[config.mk]
export PLATFORM = sky130hd
export DESIGN_NAME = seq_pattern_tx
export DESIGN_NICKNAME = d
export VERILOG_FILES = /design/src/rtl/seq_pattern_tx.sv
export SDC_FILE = /design/constraint.sdc
export NUM_CORES = 1
export LEC_CHECK = 0
export BUFFER_PORTS_ARGS = -buffer_cell sky130_fd_sc_hd__buf_2
export CAP_MARGIN = 20
export CORE_MARGIN = 4
export CORE_UTILIZATION = 30
export CTS_CLUSTER_SIZE = 20
export DETAILED_ROUTE_END_ITERATION = 8
export GPL_TIMING_DRIVEN = 0
export PLACE_DENSITY_LB_ADDON = 0.2
export SLEW_MARGIN = 20
export SYNTH_ARGS = -nofsm -noshare
export SYNTH_HDL_FRONTEND = slang
export SYNTH_SLANG_ARGS = --single-unit
[constraint.sdc]
create_clock -name clk -period 2.8 [get_ports clk]
set_input_delay 0.7 -clock clk [delete_from_list [all_inputs] [get_ports clk]]
set_output_delay 0.7 -clock clk [all_outputs]
set_load 0.03 [all_outputs]
[src/rtl/seq_pattern_tx.sv]
`default_nettype none
// ============================================================================
//  Module      : seq_pattern_tx
//  Description : Serial pattern transmitter. It accepts a pattern, a length
//                and a repeat count over a valid/ready handshake. It shifts
//                the pattern out MSB-first, one bit per clock, optionally
//                with idle gaps between repetitions.
//  Revision    : 1.0  initial release
// ============================================================================
module seq_pattern_tx #(
    parameter int PAT_W    = 8,
    parameter int RPT_W    = 4,
    parameter int GAP_CYC  = 0,
    parameter int IDLE_LVL = 0
) (
    input  logic                         clk,
    input  logic                         reset,
    input  logic                         in_valid,
    output logic                         in_ready,
    input  logic [PAT_W-1:0]             in_pattern,
    input  logic [$clog2(PAT_W+1)-1:0]   in_len,
    input  logic [RPT_W-1:0]             in_repeat,
    input  logic                         abort,
    output logic                         x_out,
    output logic                         x_valid,
    output logic                         busy,
    output logic                         done
);

    localparam int LEN_W = $clog2(PAT_W + 1);
    localparam int GAP_W = (GAP_CYC > 1) ? $clog2(GAP_CYC) : 1;

    localparam logic [LEN_W-1:0] c_max_len  = LEN_W'(PAT_W);
    localparam logic             c_idle_lvl = (IDLE_LVL != 0);
    localparam logic [GAP_W-1:0] c_gap_load = GAP_W'((GAP_CYC > 0) ? GAP_CYC - 1 : 0);

    typedef enum logic [1:0] {
        S_IDLE  = 2'd0,
        S_SHIFT = 2'd1,
        S_GAP   = 2'd2,
        S_DONE  = 2'd3
    } state_t;

    state_t             r_state;
    state_t             w_state_nx;
    logic [PAT_W-1:0]   r_pat,  w_pat_nx;
    logic [LEN_W-1:0]   r_len,  w_len_nx;
    logic [LEN_W-1:0]   r_idx,  w_idx_nx;
    logic [RPT_W-1:0]   r_pass, w_pass_nx;
    logic [GAP_W-1:0]   r_gap,  w_gap_nx;
    logic               w_bit_valid;
    logic [LEN_W-1:0]   w_eff_len;
    logic [PAT_W-1:0]   w_shifted;

    // A zero or oversized length request means "send the full pattern width".
    assign w_eff_len = ((in_len == '0) || (in_len > c_max_len)) ? c_max_len : in_len;

    // The bit driven next cycle is taken from whichever pattern will be held
    // next cycle, so a freshly accepted pattern appears on the line at once.
    assign w_shifted = w_pat_nx >> w_idx_nx;

    // Next-state, next-index and repeat bookkeeping.
    always_comb begin
        w_state_nx  = r_state;
        w_pat_nx    = r_pat;
        w_len_nx    = r_len;
        w_idx_nx    = r_idx;
        w_pass_nx   = r_pass;
        w_gap_nx    = r_gap;
        w_bit_valid = 1'b0;
        case (r_state)
            S_IDLE: begin
                // abort outranks a simultaneous request
                if (in_valid && !abort) begin
                    w_state_nx  = S_SHIFT;
                    w_pat_nx    = in_pattern;
                    w_len_nx    = w_eff_len;
                    w_idx_nx    = w_eff_len - LEN_W'(1);
                    w_pass_nx   = in_repeat;
                    w_bit_valid = 1'b1;
                end
            end
            S_SHIFT: begin
                if (abort) begin
                    w_state_nx = S_IDLE;
                end else if (r_idx == '0) begin
                    if (r_pass != '0) begin
                        w_pass_nx = r_pass - RPT_W'(1);
                        if (GAP_CYC > 0) begin
                            w_state_nx = S_GAP;
                            w_gap_nx   = c_gap_load;
                        end else begin
                            // back-to-back repetition, no bubble
                            w_idx_nx    = r_len - LEN_W'(1);
                            w_bit_valid = 1'b1;
                        end
                    end else begin
                        w_state_nx = S_DONE;
                    end
                end else begin
                    w_idx_nx    = r_idx - LEN_W'(1);
                    w_bit_valid = 1'b1;
                end
            end
            S_GAP: begin
                if (abort) begin
                    w_state_nx = S_IDLE;
                end else if (r_gap == '0) begin
                    w_state_nx  = S_SHIFT;
                    w_idx_nx    = r_len - LEN_W'(1);
                    w_bit_valid = 1'b1;
                end else begin
                    w_gap_nx = r_gap - GAP_W'(1);
                end
            end
            S_DONE: begin
                w_state_nx = S_IDLE;
            end
            default: begin
                w_state_nx = S_IDLE;
            end
        endcase
    end

    // State, datapath and registered outputs; outputs follow the next state.
    always_ff @(posedge clk) begin
        if (reset) begin
            r_state  <= S_IDLE;
            r_pat    <= '0;
            r_len    <= '0;
            r_idx    <= '0;
            r_pass   <= '0;
            r_gap    <= '0;
            in_ready <= 1'b1;
            x_out    <= c_idle_lvl;
            x_valid  <= 1'b0;
            busy     <= 1'b0;
            done     <= 1'b0;
        end else begin
            r_state  <= w_state_nx;
            r_pat    <= w_pat_nx;
            r_len    <= w_len_nx;
            r_idx    <= w_idx_nx;
            r_pass   <= w_pass_nx;
            r_gap    <= w_gap_nx;
            in_ready <= (w_state_nx == S_IDLE);
            busy     <= (w_state_nx != S_IDLE);
            done     <= (w_state_nx == S_DONE);
            x_valid  <= w_bit_valid;
            x_out    <= w_bit_valid ? w_shifted[0] : c_idle_lvl;
        end
    end

endmodule
`default_nettype wire
# After elaboration in Yosys (flattened, before gate mapping)
# Index checks and enable logic that the tools add are counted.
[classes]
n_addsub = 5
eq_ne = 8
n_mux = 30
shifts = 1
n_bitwise = 2
magnitude_cmp = 1
reduce_logical = 14
[ops]
columns = ["op", "count"]
rows = [
  ["2-to-1 mux 4 bit", 11],
  ["2-to-1 mux 8 bit", 2],
  ["subtractor 4 x 1 -> 4 bit, second input constant", 4],
  ["2-to-1 mux 2 bit", 6],
  ["case mux 4 bit (3 select lines)", 1],
  ["zero test 4 bit", 2],
  ["!= test 2 bit, second input constant", 4],
  ["case mux 2 bit (4 select lines)", 1],
  ["case mux 4 bit (2 select lines)", 1],
  ["right shift 8 x 4 -> 1 bit", 1],
  ["2-to-1 mux 1 bit", 7],
  ["equality test 2 bit, second input constant", 3],
  ["AND reduction 5 bit", 1],
  ["> comparator 4 bit, second input constant", 1],
  ["zero test 2 bit", 2],
  ["AND reduction 2 bit", 2],
  ["nonzero test 2 bit", 2],
  ["nonzero test 4 bit", 1],
  ["case mux 1 bit (3 select lines)", 1],
  ["equality test 2 x 1 -> 1 bit, second input constant", 1],
  ["inverter 1 bit", 2],
  ["OR reduction 2 bit", 1],
  ["logical AND 1 bit", 1],
  ["zero test 1 bit", 1],
  ["other kinds (2)", 2],
]
[totals]
word_cells = 72
inputBits = 20
out_inout_bits = 5
reg_bits = 28

# Depth between registers and ports, before layout
[depth]
ltp_word = 7
mapped_depth = 9
mapped_depth_nobuf = 9

# Least setup slack after synthesis
# OpenSTA, ideal clock, no wires.
[synth_timing]
path_type = "input-to-reg"
start = "input port abort"
end = "register x_out"
stages = 8
slack_ns = 0.212
n_path_buf = 1
setup_ns = 0.116
required_time_ns = 2.684
arrival_time_ns = 2.472
cell_sequence = "buf_4 -> or2b_1 -> o22ai_1 -> a221oi_1 -> a311oi_4 -> mux4_1 -> mux4_2 -> o211a_1"
[synth_between]
elab_chain_len = 6
word_cells_on_any_way = 15
cone_classes = "shift (1); mux (10); bitwise (1); reduce/logical (3)"
[synth_rtl]
columns = ["item", "line", "source"]
rows = [
  ["start: declaration", "23", "input logic abort,"],
  ["parallel branches: the longest is 6 deep, another holds right shift 8 x 4 -> 1 bit", "-", ""],
  ["end signal: assignment", "135", "x_out <= c_idle_lvl;"],
  ["end signal: assignment", "150", "x_out <= w_bit_valid ? w_shifted[0] : c_idle_lvl;"],
  ["end: declaration", "24", "output logic x_out,"],
]
# Parallel ways; which one is timed is not known.
# A chain may end at the register's enable or synchronous reset.

# Worst setup path after layout
[layout_timing]
start = "register r_idx[0]"
end = "register x_out"
[layout_between]
elab_chain_len = 6
word_cells_on_any_way = 15
cone_classes = "add/sub (1); shift (1); mux (10); bitwise (1); reduce/logical (2)"
[layout_rtl]
columns = ["item", "line", "source"]
rows = [
  ["start: declaration", "48", "logic [LEN_W-1:0] r_idx, w_idx_nx;"],
  ["start signal: assignment", "143", "r_idx <= w_idx_nx;"],
  ["parallel branches: the longest is 6 deep, another holds subtractor 4 x 1 -> 4 bit", "-", ""],
]
# Parallel ways; which one is timed is not known.

==> summary.md <==
| Metric | Value |
|---|---|
| Pin count of the biggest net entering global routing | 17 |
| Fraction of synthesized cell area in xor and xnor cells | 0.01687 |
| Maximum fanout along the worst path | 7 |
| Pre-Repair DR Iteration Count | 6 |
| Post-Synth Adder-Cell Area | 0.03213 |
| Post-detailed-routing wire length | 3807 µm |
| ANT cells | 0 |
| Clock Sinks | 27 |
| Peak supply drop | 0.2664 mV |
| Reg2Reg Depth | 11 |
| Wirelength per Cell | 13.65 µm |
| Design area | 1846 µm² |
| Critical path type | reg2reg |
| First-pass GRT wire length | 6196 µm |
| Final Hold Fails | 0 |
| Post-synthesis compound-gate area fraction | 0.2225 |
| Mean area per synthesized cell | 8.606 µm² |
| Antenna-violating nets left | 0 |
| R2R Path Start | r_idx[0]$_SDFF_PP0_ |
| Max Root-Sink Buffers | 2 |
| Synthesized area | 1558 µm² |
| FFs w/ async S/R, synth | 0 |
| Placer Congestion | 0.9239 |
| Starting Density | 0.3192 |
| TritonCTS clock tree | built |
| Seq/Total Area, Yosys | 0.3470 |
| H-tree levels | 1 |
| Initial DRC Count | 55 |
| Warnings from Yosys | 0 |
| DRC viols | 0 |
| Crit path launch | r_idx[0]$_SDFF_PP0_ |
| Fin nets | 237 |
| Vias in the first global route | 1251 |
| Worst-margin pin slew | 0.7065 ns |
| Fin crit share | 0.9620 |
| Power density over cell area | 484.2 nW/µm² |
| Total grt overflow | 0 |
| Slew Limit Fails | 0 |
| Max-Cap Viols | 0 |
| Final HPWL DP | 2809 µm |
| Yosys reg bits | 27 |
| Cells after Synth | 181 |
| Share of cells above drive strength 1 | 0.2406 |
| Initial antenna violation count | 0 |
| Area growth, synth to finish | 18.47% |
| Post-synthesis mux area share | 0.08193 |
| Latest clock arrival within the worst-skew pair | 0.28 ns |
| Hold Crit Endpoint | r_pat[1]$_SDFF_PP0_ |
| Largest family of logic cells by synthesized area | simple AND/OR/NAND/NOR gates |
| Via-per-instance ratio | 4.986 |
| Max-slew headroom | 0.5168 |
| Clk pin slew, worst setup/hold paths | 0.10 ns |
| Die Ht | 80.06 µm |
| Placed Area | 1757 µm² |
| Root Buffer | clkbuf_8 |
| Worst Path Required | 2.99 ns |
| Status | completed |
| Hold path start | r_pat[1]$_SDFF_PP0_ |
| Tot Pwr | 0.0008937 W |
| Synth cell types | 46 |
| TritonCTS Buffers | 3 |
| Main synth FF type | dfxtp_1 |
| Total GRT Usage | 0.1252 |
| Syn nets | 205 |
| Max Fclk | 0.3713 GHz |
| Hold-fix buffers, CTS | 0 |
| Die ar. | 6410 µm² |
| Core area | 4880 µm² |
| Leakage | 0.7265 nW |
| Count of final setup violators | 0 |
| Flop2flop setup slack | 0.11 ns |
| Tmin final | 2.694 ns |
| Critical Path AT | 2.88 ns |
| Die width | 80.06 µm |
| Simple-gate area share of the yosys netlist | 0.2466 |
| Site row count | 25 |
| Hold Path Stages | 2 |
| Crit end category | register |
| EDFF count, synth | 0 |
| Clk_skew | 0.003959 ns |
| Startpoint types | register |
| I/O pin cnt | 25 |
| Reg2Reg Capture Point | x_out$_SDFF_PP0_ |
| Vias | 1391 |
| I/O Buffers | 23 |
| HP Class | reg2reg |
flip-flops by register name, summed over array words and instances (netlist names):
signal,flops
r_pat,8
r_idx,4
r_len,4
r_pass,4
r_state,2
busy,1
done,1
in_ready,1
x_out,1
x_valid,1
through the flow:
stage	worst slack [ns]	hold WS, ns	utilization	cells	setup TNS (ns)
2_1_floorplan	0.2121	0.4317	-	181	0
3_3_place_gp	-0.1017	0.4419	0.3600	271	-0.1017
3_5_place_dp	-0.1003	0.4446	0.3600	271	-0.1003
4_1_cts	0.02453	0.4602	0.3718	276	0
5_1_grt	-0.005201	0.4792	0.3782	279	-0.005201
6_report	0.1064	0.4554	0.3782	279	0
cells in the mapped netlist, drive strengths merged, types with 2 or more instances:
master | number | share of area
a21bo | 2 | 0.013
nand2b | 5 | 0.025
clkbuf | 5 | 0.012
nor3b | 2 | 0.017
a2111oi | 2 | 0.011
or3 | 2 | 0.0080
nor4 | 2 | 0.0080
a221oi | 3 | 0.017
nor3 | 7 | 0.026
nor2 | 17 | 0.041
xor2 | 2 | 0.011
mux4 | 5 | 0.082
inv | 11 | 0.027
o22ai | 4 | 0.016
nand2 | 28 | 0.067
dfxtp | 27 | 0.35
ha | 4 | 0.032
a22oi | 2 | 0.013
o41ai | 2 | 0.011
nor2b | 2 | 0.0080
a21oi | 21 | 0.067
buf | 4 | 0.014
o21ai | 6 | 0.019
power breakdown:
| part | internal [W] | switching (W) |
|---|---|---|
| Sequential | 0.000404 | 0.0000159 |
| Combinational | 0.000112 | 0.000123 |
| Clock | 0.000102 | 0.000138 |
| Total | 0.000617 | 0.000276 |
layout by cell type (no fill, tap or decap), types with 2 or more instances in the layout:
cell type / count
nor3_1: 6
nor2_1: 17
a21oi_1: 21
clkbuf_1: 5
nor4_1: 2
buf_4: 4
mux4_2: 2
o22ai_1: 4
a2111oi_0: 2
ha_2: 2
nor2b_1: 2
nand2b_1: 4
o41ai_1: 2
buf_2: 26
mux4_1: 3
clkbuf_8: 3
o21ai_0: 5
xor2_1: 2
dfxtp_1: 25
ha_1: 2
a221oi_1: 3
nand2_1: 28
inv_1: 10
or3_1: 2
logic make-up (layout without fill, tap and decap cells):
logic type / count (synthesis) / count (layout)
multiplexers: 5 / 5
AND/OR/NAND/NOR: 72 / 72
buffers and inverters: 20 / 51
AO/OA/AOI/OAI: 50 / 50
XOR/XNOR: 3 / 3
adder cells (fa/ha/maj): 4 / 4
flip-flops: 27 / 27
what timing repair did:
item | CTS | global route
gates resized for setup | 2 | 7
gates cloned | 0 | 0
setup endpoints to repair | 1 | 1
setup buffers | 1 | 3
pin swaps | 1 | 1
critical path: stages (launching register included):
cell and delay, ns:
dfxtp_4 0.41, inv_1 0.08, ha_2 0.21, nor3b_4 0.17
buf_4 0.16, nand2b_4 0.08, nand3_2 0.10, a311oi_4 0.28
buf_6 0.16, mux4_2 0.30, mux4_2 0.51, o211a_1 0.13
metal layers:
layer / GRT usage / part of all wire
met3: 0.02915 / 0.053
met2: 0.1954 / 0.46
met5: 0 / 0
met4: 0.04054 / 0.013
met1: 0.1696 / 0.47
cell type report:
type | instances | area, µm²
Timing Repair Buffer | 27 | 148.9
Fill cell | 537 | 3034
Clock buffer | 3 | 41.29
Inverter | 11 | 41.29
Multi-Input combinational cell | 134 | 935.9
Clock inverter | 1 | 7.507
Buffer | 9 | 41.29
Tap cell | 67 | 83.83
Sequential cell | 27 | 545.5
how the worst max path moves through the flow:
stage | end | slack [ns] | cells after the start
2_1_floorplan | x_out$_SDFF_PP0_ | 0.21 | 8
4_1_cts | x_out$_SDFF_PP0_ | 0.02 | 9
3_3_place_gp | x_out$_SDFF_PP0_ | -0.10 | 5
5_1_grt | x_out$_SDFF_PP0_ | -0.005 | 11
6_report | x_out$_SDFF_PP0_ | 0.11 | 11
3_5_place_dp | x_out$_SDFF_PP0_ | -0.10 | 8
Power figures use the tool's default switching activity.
